## src/rtl/evt_pkg.sv

```systemverilog
// Shared types for the multi-channel event counter.
package evt_pkg;

    typedef enum logic {
        CNT_WRAP = 1'b0,
        CNT_SAT  = 1'b1
    } count_mode_e;

endpackage

```

## src/rtl/evt_counter_ch.sv

```systemverilog
// One counter channel: count, sticky overflow, wrap pulse and edge history.
module evt_counter_ch
    import evt_pkg::*;
#(
    parameter int WIDTH     = 16,
    parameter int MAX_COUNT = 65536,
    parameter bit EDGE_EVT  = 1'b0
) (
    input  logic             clk_in,
    input  logic             rst_n_in,
    input  logic             en_i,
    input  count_mode_e      mode_i,
    input  logic             evt_i,
    input  logic             clr_i,
    input  logic             snap_i,
    output logic [WIDTH-1:0] count_o,
    output logic             wrap_o,
    output logic             ovf_o
);

    localparam logic [WIDTH-1:0] TOP_V = WIDTH'(MAX_COUNT - 1);

    logic [WIDTH-1:0] count_q, count_d;
    logic             ovf_q, ovf_d;
    logic             wrap_q, wrap_d;
    logic             evt_q;
    logic             hit;

    // Edge history resets high so a line already asserted at release is not an edge.
    assign hit = en_i & evt_i & (EDGE_EVT ? ~evt_q : 1'b1);

    always_comb begin
        count_d = count_q;
        ovf_d   = snap_i ? 1'b0 : ovf_q;
        wrap_d  = 1'b0;
        if (clr_i) begin
            count_d = '0;
            ovf_d   = 1'b0;
        end else if (hit) begin
            if (count_q != TOP_V) begin
                count_d = count_q + 1'b1;
            end else begin
                // Overflow set wins over a simultaneous snapshot read-and-clear.
                ovf_d = 1'b1;
                if (mode_i == CNT_WRAP) begin
                    count_d = '0;
                    wrap_d  = 1'b1;
                end
            end
        end
    end

    always_ff @(posedge clk_in or negedge rst_n_in) begin
        if (!rst_n_in) begin
            count_q <= '0;
            ovf_q   <= 1'b0;
            wrap_q  <= 1'b0;
            evt_q   <= 1'b1;
        end else begin
            count_q <= count_d;
            ovf_q   <= ovf_d;
            wrap_q  <= wrap_d;
            evt_q   <= evt_i;
        end
    end

    assign count_o = count_q;
    assign wrap_o  = wrap_q;
    assign ovf_o   = ovf_q;

endmodule

```

## src/rtl/multi_evt_counter.sv

```systemverilog
// Multi-channel event counter with atomic all-channel snapshot.
module multi_evt_counter
    import evt_pkg::*;
#(
    parameter int NUM_CH    = 4,
    parameter int WIDTH     = 16,
    parameter int MAX_COUNT = 65536,
    parameter bit EDGE_EVT  = 1'b0
) (
    input  logic                         clk_in,
    input  logic                         rst_n_in,
    input  logic                         en_in,
    input  logic                         mode_in,
    input  logic [NUM_CH-1:0]            evt_in,
    input  logic [NUM_CH-1:0]            clr_in,
    input  logic                         snap_in,
    output logic [NUM_CH-1:0][WIDTH-1:0] count_out,
    output logic [NUM_CH-1:0]            wrap_out,
    output logic [NUM_CH-1:0]            ovf_out,
    output logic [NUM_CH-1:0][WIDTH-1:0] snap_count_out,
    output logic [NUM_CH-1:0]            snap_ovf_out,
    output logic                         snap_valid_out
);

    localparam longint unsigned MAXC  = longint'(MAX_COUNT);
    localparam longint unsigned RANGE = 64'd1 << WIDTH;

    if (NUM_CH < 1 || MAX_COUNT < 2 || MAXC > RANGE) begin : g_bad_param
        $error("multi_evt_counter: need NUM_CH>=1 and 2 <= MAX_COUNT <= 2**WIDTH");
    end

    count_mode_e mode;
    assign mode = count_mode_e'(mode_in);

    for (genvar i = 0; i < NUM_CH; i++) begin : g_ch
        evt_counter_ch #(
            .WIDTH     (WIDTH),
            .MAX_COUNT (MAX_COUNT),
            .EDGE_EVT  (EDGE_EVT)
        ) u_ch (
            .clk_in   (clk_in),
            .rst_n_in (rst_n_in),
            .en_i     (en_in),
            .mode_i   (mode),
            .evt_i    (evt_in[i]),
            .clr_i    (clr_in[i]),
            .snap_i   (snap_in),
            .count_o  (count_out[i]),
            .wrap_o   (wrap_out[i]),
            .ovf_o    (ovf_out[i])
        );
    end

    logic [NUM_CH-1:0][WIDTH-1:0] snap_count_q;
    logic [NUM_CH-1:0]            snap_ovf_q;
    logic                         snap_valid_q;

    // Snapshot takes the registered (pre-update) values seen at the snap edge.
    always_ff @(posedge clk_in or negedge rst_n_in) begin
        if (!rst_n_in) begin
            snap_count_q <= '0;
            snap_ovf_q   <= '0;
            snap_valid_q <= 1'b0;
        end else begin
            snap_valid_q <= snap_in;
            if (snap_in) begin
                snap_count_q <= count_out;
                snap_ovf_q   <= ovf_out;
            end
        end
    end

    assign snap_count_out = snap_count_q;
    assign snap_ovf_out   = snap_ovf_q;
    assign snap_valid_out = snap_valid_q;

endmodule

```

## config.mk

```make
export PLATFORM = sky130hd
export DESIGN_NAME = multi_evt_counter
export DESIGN_NICKNAME = d
export VERILOG_FILES = /design/src/rtl/evt_pkg.sv /design/src/rtl/evt_counter_ch.sv /design/src/rtl/multi_evt_counter.sv
export SDC_FILE = /design/constraint.sdc
export NUM_CORES = 1
export LEC_CHECK = 0
export CAP_MARGIN = 10
export CORE_AREA = 8 8 133 135
export CTS_BUF_LIST = sky130_fd_sc_hd__clkbuf_4
export DETAILED_ROUTE_END_ITERATION = 10
export DIE_AREA = 0 0 141 143
export PLACE_DENSITY = 0.81
export RECOVER_POWER = 100
export SLEW_MARGIN = 20
export SYNTH_ARGS = -nofsm -noshare
export SYNTH_HDL_FRONTEND = slang
export SYNTH_HIERARCHICAL = 1
export SYNTH_SLANG_ARGS = --single-unit
```

## constraint.sdc

```tcl
create_clock -name clk_in -period 2.4 [get_ports clk_in]
set_input_delay 0.36 -clock clk_in [delete_from_list [all_inputs] [get_ports clk_in]]
set_output_delay 0.36 -clock clk_in [all_outputs]
set_load 0.1 [all_outputs]
```

==> results.cfg, run 1 <==
[clocking]
cts_hold_buffers = 1
clk-insertion-delay-late_ns = 0.56
clkTransAtPathRegs_ns = 0.14
clockBufferDepth = 2
cts-root-buf = clkbuf_4
cts_tree = done
post_cts_buffers = 0
cts_made_buffers = 17
cts.sinks = 141
cts_max_level = 4
cts_resized = 0

[die]
io_pins = 154
row_count = 46
die_y_um = 143
initial_core_util_pct = 43.8
dieArea_um2 = 20200
placeableCoreArea_um2 = 15600
die_x_um = 141

[synth]
netlist_area_um2 = 6840
postSynthAreaPerCell_um2 = 11.5
yosysWarnings = 6
syn_inst = 597
synth_seq_area_share_pct = 51.6
synth.distinct_cells = 45
synth_seq_cells = 141
syn-num-nets = 614

[flow_run]
maxCapViolCount = 2

[global_route]
track_usage_pct = 17.3
grt-ovfl-total = 0
grt_max_degree = 61
grt_pass1_wl_mm = 28.2
antenna_found_initial = 0
grt_pass1_vias = 5445

[timing]
layout_min_cycle_time_ns = 2.19
fin_skew_ns = 0.0278
setup_violations = 0
tightest_slew_ns = 1.80
maxSlewHeadroom_pct = -19.7
maxSlewViolCount = 91
finalHoldViolCount = 0
fin_crit_sh_pct = 91.2
max_freq_ghz = 0.457
hold_ws_ns = 0.447
fin_tns_setup_ns = 0
rsz0062_at_grt = no

[routing]
vias_per_cell = 5.43
drt-pass1-iter-count = 5
vias = 5394
wl_per_cell_um = 16.9
drtIter0Drc = 317
drc = 0
ant_nets = 0
wirelength_mm = 16.8

[finish]
drive_gt1_share_pct = 34.2
nets = 781
diodes = 0
fin_cells = 993
area_growth_pct = 17.6
nFillCells = 1506
final_cell_mix = clkbuf_2, dfrtp_1, nand2_1
layout.cells.most_common = clkbuf_2

[critical_path]
crit_fanout = 10
cp_cell_sequence = ha_1 > nand3_1 > nor4_4 > nor2_1 > a21o_1 > a21o_1
cp-end-kind = flop
worst_path_most_repeated_cell = a21o_1
cp_data_required_time_ns = 2.86
timing.critical_path.slowest_stage_cell = nor4_4
cp.arrival_ns = 2.65
critPathLaunchType = flop
slowest_delay_ns = 0.54
criticalPathCategory = reg2reg

[place]
dpl.cell_count = 960
dp_hpwl_mm = 12.0
place.gp.congestion = 0.817
port_buffers = 153

[pwr]
switching_share_pct = 28.9
power_frac_clock_pct = 31.1
p_int_mw = 2.89
cellLeakagePower_nw = 4.06
comb_power_share_pct = 9.6
ir_drop_v = 0.000429
pwr-share-seq_pct = 59.3
p_sw_mw = 1.18
p_per_area_nw_per_um2 = 506

[outcome]
status = finished with violations
violations = max-capacitance violations, max-slew violations

[hold_path]
hold_path_class = in2reg
worst paths after layout:
path,start,end,slack (ns),cells after the start
setup reg to reg,g_ch[2].u_ch/count_o[0],g_ch[2].u_ch/count_o[14],0.21,6
max in group asynchronous,rst_n_in,g_ch[2].u_ch/count_o[0],0.51,3
hold reg to reg,snap_count_out[29],snap_count_out[29],0.50,1
setup / recovery,g_ch[2].u_ch/count_o[0],g_ch[2].u_ch/count_o[14],0.21,6
hold / removal,clr_in[3],g_ch[3].u_ch/ovf_o,0.45,2
min in group asynchronous,rst_n_in,snap_ovf_out[3],0.71,2
power by group through the flow:
stage	combinational [mW]	clock [mW]	sequential [mW]
detailed placement	0.415	0	2.46
global route	0.424	1.43	2.42
floorplan	0.134	0	2.59
CTS	0.417	1.33	2.41
finish	0.390	1.27	2.41
global placement	0.413	0	2.46
state kept, by name, indices dropped and copies added (netlist names):
name,flops
g_ch.u_ch/wrap_o,4
snap_valid_out,1
g_ch.u_ch/count_o,64
snap_count_out,64
g_ch.u_ch/ovf_o,4
snap_ovf_out,4
metal layers:
metal	global-route usage (%)	routed length [um]	up-vias
met3	6.61	1250	13
li1	-	-	2555
met1	22.0	7540	2651
met2	27.2	7870	175
met5	0	0	-
met4	4.41	117	0
cells by family after synthesis:
family | Yosys count | synth area share [%]
simple gates | 236 | 21.2
flops | 141 | 51.6
compound gates | 104 | 9.73
mux | 72 | 12.9
buf+inv | 36 | 3.33
xor+xnor | 4 | 0.512
fa+ha+maj | 4 | 0.732
worst max-delay path, delay by kind of cell (launching register included):
kind                       cells  cell delay (ns)
AOI/OAI and AO/OA              2             0.41
adders and majority gates      1             0.22
DFF                            1             0.43
and+or+nand+nor                3             1.07
stage by stage:
step	setup slack [ns]	instance area, um2	util, %	total power [mW]
2_1_floorplan	0.123	6850	-	2.72
3_3_place_gp	0.267	8280	53.1	2.87
3_5_place_dp	0.186	8280	53.1	2.87
4_1_cts	0.348	8510	54.6	4.16
5_1_grt	0.0890	8040	51.6	4.27
6_report	0.210	8040	51.6	4.07
area by class of cell:
class / count / area (um2) / area share [%]
multi-input cells: 420 / 2990 / 37.2
clock buffers: 18 / 135 / 1.68
clock inverters: 14 / 80.1 / 0.996
well taps: 216 / 270 / 3.36
repair buffers: 168 / 971 / 12.1
flip-flops and latches: 141 / 3530 / 43.9
inverters: 16 / 60.1 / 0.747
Yosys cell counts, drive strengths merged:
cell	number	area share, %
ha	4	0.73
o21ai	40	2.9
clkinv	4	0.22
o21a	4	0.44
a22o	4	0.51
o31a	8	1.0
o31ai	4	0.44
a21oi	16	1.2
nor2	24	1.5
nand2	64	3.5
buf	20	2.5
o2111ai	4	0.51
nor3b	4	0.44
and3	8	0.73
o311ai	4	0.51
nand4	24	3.8
nor4	16	2.3
o22ai	4	0.37
or2	16	1.5
a21o	8	0.88
mux2	68	12
nand3	32	3.4
or4	8	0.88
inv	12	0.66
nand2b	4	0.37
xor2	4	0.51
mux2i	4	0.59
nor3	24	1.8
o211ai	4	0.44
dfrtp	141	52
o32ai	4	0.51
or3	12	1.1
(Power assumes the default switching activity.)
==> run 2, diff against run 1 <==
==> constraint.sdc (replaced) <==
create_clock -name clk_in -period 2.4 [get_ports clk_in]
set_input_delay 0.48 -clock clk_in [delete_from_list [all_inputs] [get_ports clk_in]]
set_output_delay 0.48 -clock clk_in [all_outputs]
set_load 0.1 [all_outputs]
==> run 2 against run 1 <==
  * Fmax increased by 0.83%
  * Worst hold slack gained 0.051 ns
  * Final cell count up 0.60%
  * Largest cell class unchanged
  * Clock-buffer cell count is 1 higher
  * Clock skew is 0.0090 ns lower
  * Sequential power about the same
  * Routed wire length is 1.2% higher
  * The flow still finishes with violations (max-capacitance violations, max-slew violations)
  * Combinational power increased by 3%
  * Clock power increased by 17%
  * Design area rose by 1.6%
==> results.cfg, run 2 (synthesis gave the netlist of run 1 again) <==
[timing]
finalHoldViolCount = 0
setup_violations = 0
maxSlewViolCount = 85
fin_tns_setup_ns = 0
fin_crit_sh_pct = 90.5
layout_min_cycle_time_ns = 2.17
maxSlewHeadroom_pct = -7.31
max_freq_ghz = 0.460
fin_skew_ns = 0.0188
rsz0062_at_grt = no
tightest_slew_ns = 1.61

[critical_path]
rr_worst_depth = 7
cp.arrival_ns = 2.63
slowest_delay_ns = 0.50
cp_data_required_time_ns = 2.85
crit_start = g_ch[3].u_ch/count_o[0]
worstSetupEndpoint = g_ch[3].u_ch/count_o[14]
ff2ff_setup_slack_ns = 0.23
criticalPathCategory = reg2reg
critPathLaunchType = flop
r2r-start = g_ch[3].u_ch/count_o[0]
r2r_end = g_ch[3].u_ch/count_o[14]
timing.critical_path.slowest_stage_cell = nor4_4
cp_cell_sequence = ha_1 > nand3_4 > nor4_4 > or2_1 > buf_4 > nor3_1 > a21o_1
crit_fanout = 7
cp-end-kind = flop

[finish]
nets = 788
regArea_um2 = 3530
area_growth_pct = 19.5
diodes = 0
multi_input_area_um2 = 3010
layout.cells.most_common = clkbuf_2
final_cell_mix = clkbuf_2, dfrtp_1, nand2_1
fin_util_pct = 52.4
drive_gt1_share_pct = 34.7
nFillCells = 1451

[clocking]
cts-root-buf = clkbuf_4
clk-insertion-delay-late_ns = 0.55
cts_resized = 0
post_cts_buffers = 0
clockBufferDepth = 2
cts.sinks = 141
cts_max_level = 4
cts_made_buffers = 17
cts_tree = done
cts_hold_buffers = 1
clkTransAtPathRegs_ns = 0.13

[die]
initial_core_util_pct = 43.8
row_count = 46
die_x_um = 141
die_y_um = 143
placeableCoreArea_um2 = 15600
dieArea_um2 = 20200
io_pins = 154

[routing]
vias = 5528
drc = 0
wl_per_cell_um = 17.0
drtIter0Drc = 368
drt-pass1-iter-count = 5
ant_nets = 0
vias_per_cell = 5.53
wirelength_mm = 17.0

[global_route]
grt-ovfl-total = 0
grt_pass1_vias = 5484
antenna_found_initial = 0
grt_max_degree = 60
grt_pass1_wl_mm = 28.5
track_usage_pct = 17.4

[outcome]
violations = max-capacitance violations, max-slew violations
status = finished with violations

[pwr]
cellLeakagePower_nw = 4.11
ir_drop_v = 0.000251
p_per_area_nw_per_um2 = 527
finalPower_mw = 4.30

[place]
dp_hpwl_mm = 12.3
place.gp.congestion = 0.808
port_buffers = 153

[hold_path]
hold_path_class = reg2reg

[flow_run]
maxCapViolCount = 2
## run 2: changes by cell type in the layout (fill, tap and decap cells not counted), moves of 2 or more
cell / delta
clkbuf_2: -2
clkbuf_1: +2
o21ai_1: -3
bufinv_16: +2
clkinv_2: -4
clkinv_4: -2
buf_4: +6
clkinvlp_4: +2
o21ai_0: +3
## run 2: layout make-up
type | instances | share of cell area (%)
Sequential cell | 141 | 43.2
Multi-Input combinational cell | 420 | 36.8
Clock buffer | 19 | 1.75
Clock inverter | 12 | 1.50
Timing Repair Buffer | 175 | 12.6
Inverter | 16 | 0.735
Tap cell | 216 | 3.31
## run 2: per-stage QoR
| stage | cells | hold WS, ns | cell area [um2] | worst slack [ns] |
|---|---|---|---|---|
| after floorplan | 597 | 0.184 | 6850 | 0.123 |
| after CTS | 999 | 0.422 | 8620 | 0.293 |
| after global routing | 999 | 0.517 | 8170 | 0.0985 |
| after detailed placement | 967 | 0.497 | 8350 | 0.0775 |
| after global placement | 967 | 0.491 | 8350 | 0.203 |
| final | 999 | 0.498 | 8170 | 0.228 |
## run 2: metal layers
layer / track usage [%] / share of wire, % / wire length [um] / up-vias
met5: 0 / 0 / 0 / -
met4: 5.54 / 1.2 / 209 / 0
met3: 5.54 / 6.9 / 1180 / 16
met2: 27.8 / 48 / 8150 / 187
met1: 22.1 / 44 / 7440 / 2764
li1: - / - / - / 2561
## run 2: worst min-delay path by stage
stage	from	endpoint	slack, ns	depth (start not counted)
after floorplan	rst_n_in	g_ch[0].u_ch/count_o[0]	0.18	0
after global placement	snap_count_out[25]	snap_count_out[25]	0.49	1
after detailed placement	snap_count_out[56]	snap_count_out[56]	0.50	1
after CTS	snap_in	snap_count_out[51]	0.42	2
after global routing	snap_count_out[6]	snap_count_out[6]	0.52	1
final	snap_count_out[29]	snap_count_out[29]	0.50	1
## run 2: worst max-delay path, delay by kind of cell (launching register included)
family,cells,cell delay (ns)
flip-flops,1,0.48
AND/OR/NAND/NOR,4,0.97
AO/OA/AOI/OAI,1,0.15
buffers and inverters,1,0.17
adder cells (fa/ha/maj),1,0.30
## run 2: power breakdown
part,total [mW],switching (mW),internal [mW]
Combinational,0.401,0.293,0.108
Sequential,2.41,0.0190,2.39
Clock,1.49,0.863,0.626
==> run 3, diff against run 2 <==
- CORE_AREA: 8 8 133 135 -> 5 5 130 132
- DIE_AREA: 0 0 141 143 -> 0 0 135 137
==> run 3 against run 2 <==
  * The flow still finishes with violations (max-capacitance violations, max-slew violations)
  * First-iteration DRC count down 10%
  * Highest routed layer unchanged
  * Routed wire length down 3.6%
  * Die area shrank 8.3%
==> results.cfg, run 3 (synthesis gave the netlist of run 1 again) <==
[outcome]
status = finished with violations
violations = max-capacitance violations, max-slew violations

[timing]
rsz0062_at_grt = no
layout_min_cycle_time_ns = 2.17
fin_tns_setup_ns = 0
max_freq_ghz = 0.461
maxSlewViolCount = 31
maxSlewHeadroom_pct = -21.2
fin_skew_ns = 0.0148
setup_violations = 0
fin_crit_sh_pct = 90.4
tightest_slew_ns = 1.82
finalHoldViolCount = 0
post-route-worst-setup-slack_ns = 0.230

[finish]
diodes = 0
nets = 790
regArea_um2 = 3530
layout.cells.most_common = clkbuf_2
final_cell_mix = clkbuf_2, dfrtp_1, nand2_1
nFillCells = 1422
multi_input_area_um2 = 3010
fin_util_pct = 52.6
fin_cells = 1002
area_growth_pct = 19.9
drive_gt1_share_pct = 34.4

[global_route]
grt_max_degree = 54
track_usage_pct = 18.1
grt_pass1_wl_mm = 27.3
antenna_found_initial = 0
grt_pass1_vias = 5267
grt-ovfl-total = 0

[clocking]
clockBufferDepth = 2
cts.sinks = 141
clk-insertion-delay-late_ns = 0.55
cts_resized = 0
cts_tree = done
cts_max_level = 4
cts-root-buf = clkbuf_4
cts_made_buffers = 17
clkTransAtPathRegs_ns = 0.11

[routing]
drt-pass1-iter-count = 5
vias_per_cell = 5.41
ant_nets = 0
drtIter0Drc = 330
wirelength_mm = 16.4
vias = 5424
drc = 0
wl_per_cell_um = 16.3

[critical_path]
criticalPathCategory = reg2reg
critPathLaunchType = flop
slowest_delay_ns = 0.50
cp_cell_sequence = ha_1 > nand3_4 > nor4_4 > or2_1 > clkbuf_1 > nor3_1 > a21o_1
cp-end-kind = flop
cp_data_required_time_ns = 2.84
ff2ff_setup_slack_ns = 0.23
crit_fanout = 7
cp.arrival_ns = 2.61
timing.critical_path.slowest_stage_cell = nor4_4

[flow_run]
maxCapViolCount = 1

[hold_path]
hold_path_class = reg2reg

[pwr]
cellLeakagePower_nw = 4.13
finalPower_mw = 4.49
ir_drop_v = 0.000238
p_per_area_nw_per_um2 = 547

[place]
port_buffers = 153
dpl.cell_count = 969
place.gp.congestion = 0.814
dpl_worst_slack_ns = 0.101
dp_hpwl_mm = 11.5

[die]
io_pins = 154
die_x_um = 135
placeableCoreArea_um2 = 15600
die_y_um = 137
initial_core_util_pct = 43.8
dieArea_um2 = 18500
row_count = 46
[run 3: cell types whose count changed in the layout (fill, tap and decap cells not counted), sizes merged]
cell      before  now
clkinvlp       3    0
clkinv        10   12
buf           18   17
inv           13   12
bufinv         2    4
clkbuf       165  169
[run 3: worst max-delay path, delay by kind of cell (launching register included)]
family | cells | cell delay [ns]
simple gates | 4 | 0.97
flops | 1 | 0.44
fa+ha+maj | 1 | 0.28
buf+inv | 1 | 0.19
compound gates | 1 | 0.17
[run 3: cell type report]
class                      count  area share [%]
clock buffer                  20            1.83
multi-input combinational    420            36.6
timing repair buffer         177            12.5
sequential                   141            43.1
tap                          216            3.30
inverter                      16           0.732
clock inverter                12            1.85
[run 3: path summary, 6_finish.rpt]
check | start | to | cells after the start
worst max-delay path | g_ch[0].u_ch/count_o[0] | g_ch[0].u_ch/count_o[14] | 7
worst min-delay path | snap_count_out[1] | snap_count_out[1] | 1
worst max register to register | g_ch[0].u_ch/count_o[0] | g_ch[0].u_ch/count_o[14] | 7
worst min register to register | snap_count_out[1] | snap_count_out[1] | 1
max in group asynchronous | rst_n_in | snap_count_out[21] | 3
min in group asynchronous | rst_n_in | snap_count_out[10] | 2
[run 3: repair_timing]
item                      CTS  global route
hold buffers                1             0
hold endpoints to repair   49             0
buffers inserted            0             0
[run 3: power breakdown]
group | switching [mW] | internal (mW)
Sequential | 0.0182 | 2.39
Combinational | 0.293 | 0.108
Clock | 0.840 | 0.836
[run 3: metal layers]
metal	up-vias	track usage [%]	wire length, um
met4	0	5.71	209
met5	-	0	0
met1	2685	24.4	7360
met3	16	4.85	930
li1	2567	-	-
met2	156	28.8	7880
[run 3: per-stage QoR]
stage	instance area (um2)	hold WS, ns
global placement	8350	0.468
global route	8200	0.513
floorplan	6850	0.184
finish	8200	0.500
CTS	8660	0.425
detailed placement	8350	0.469
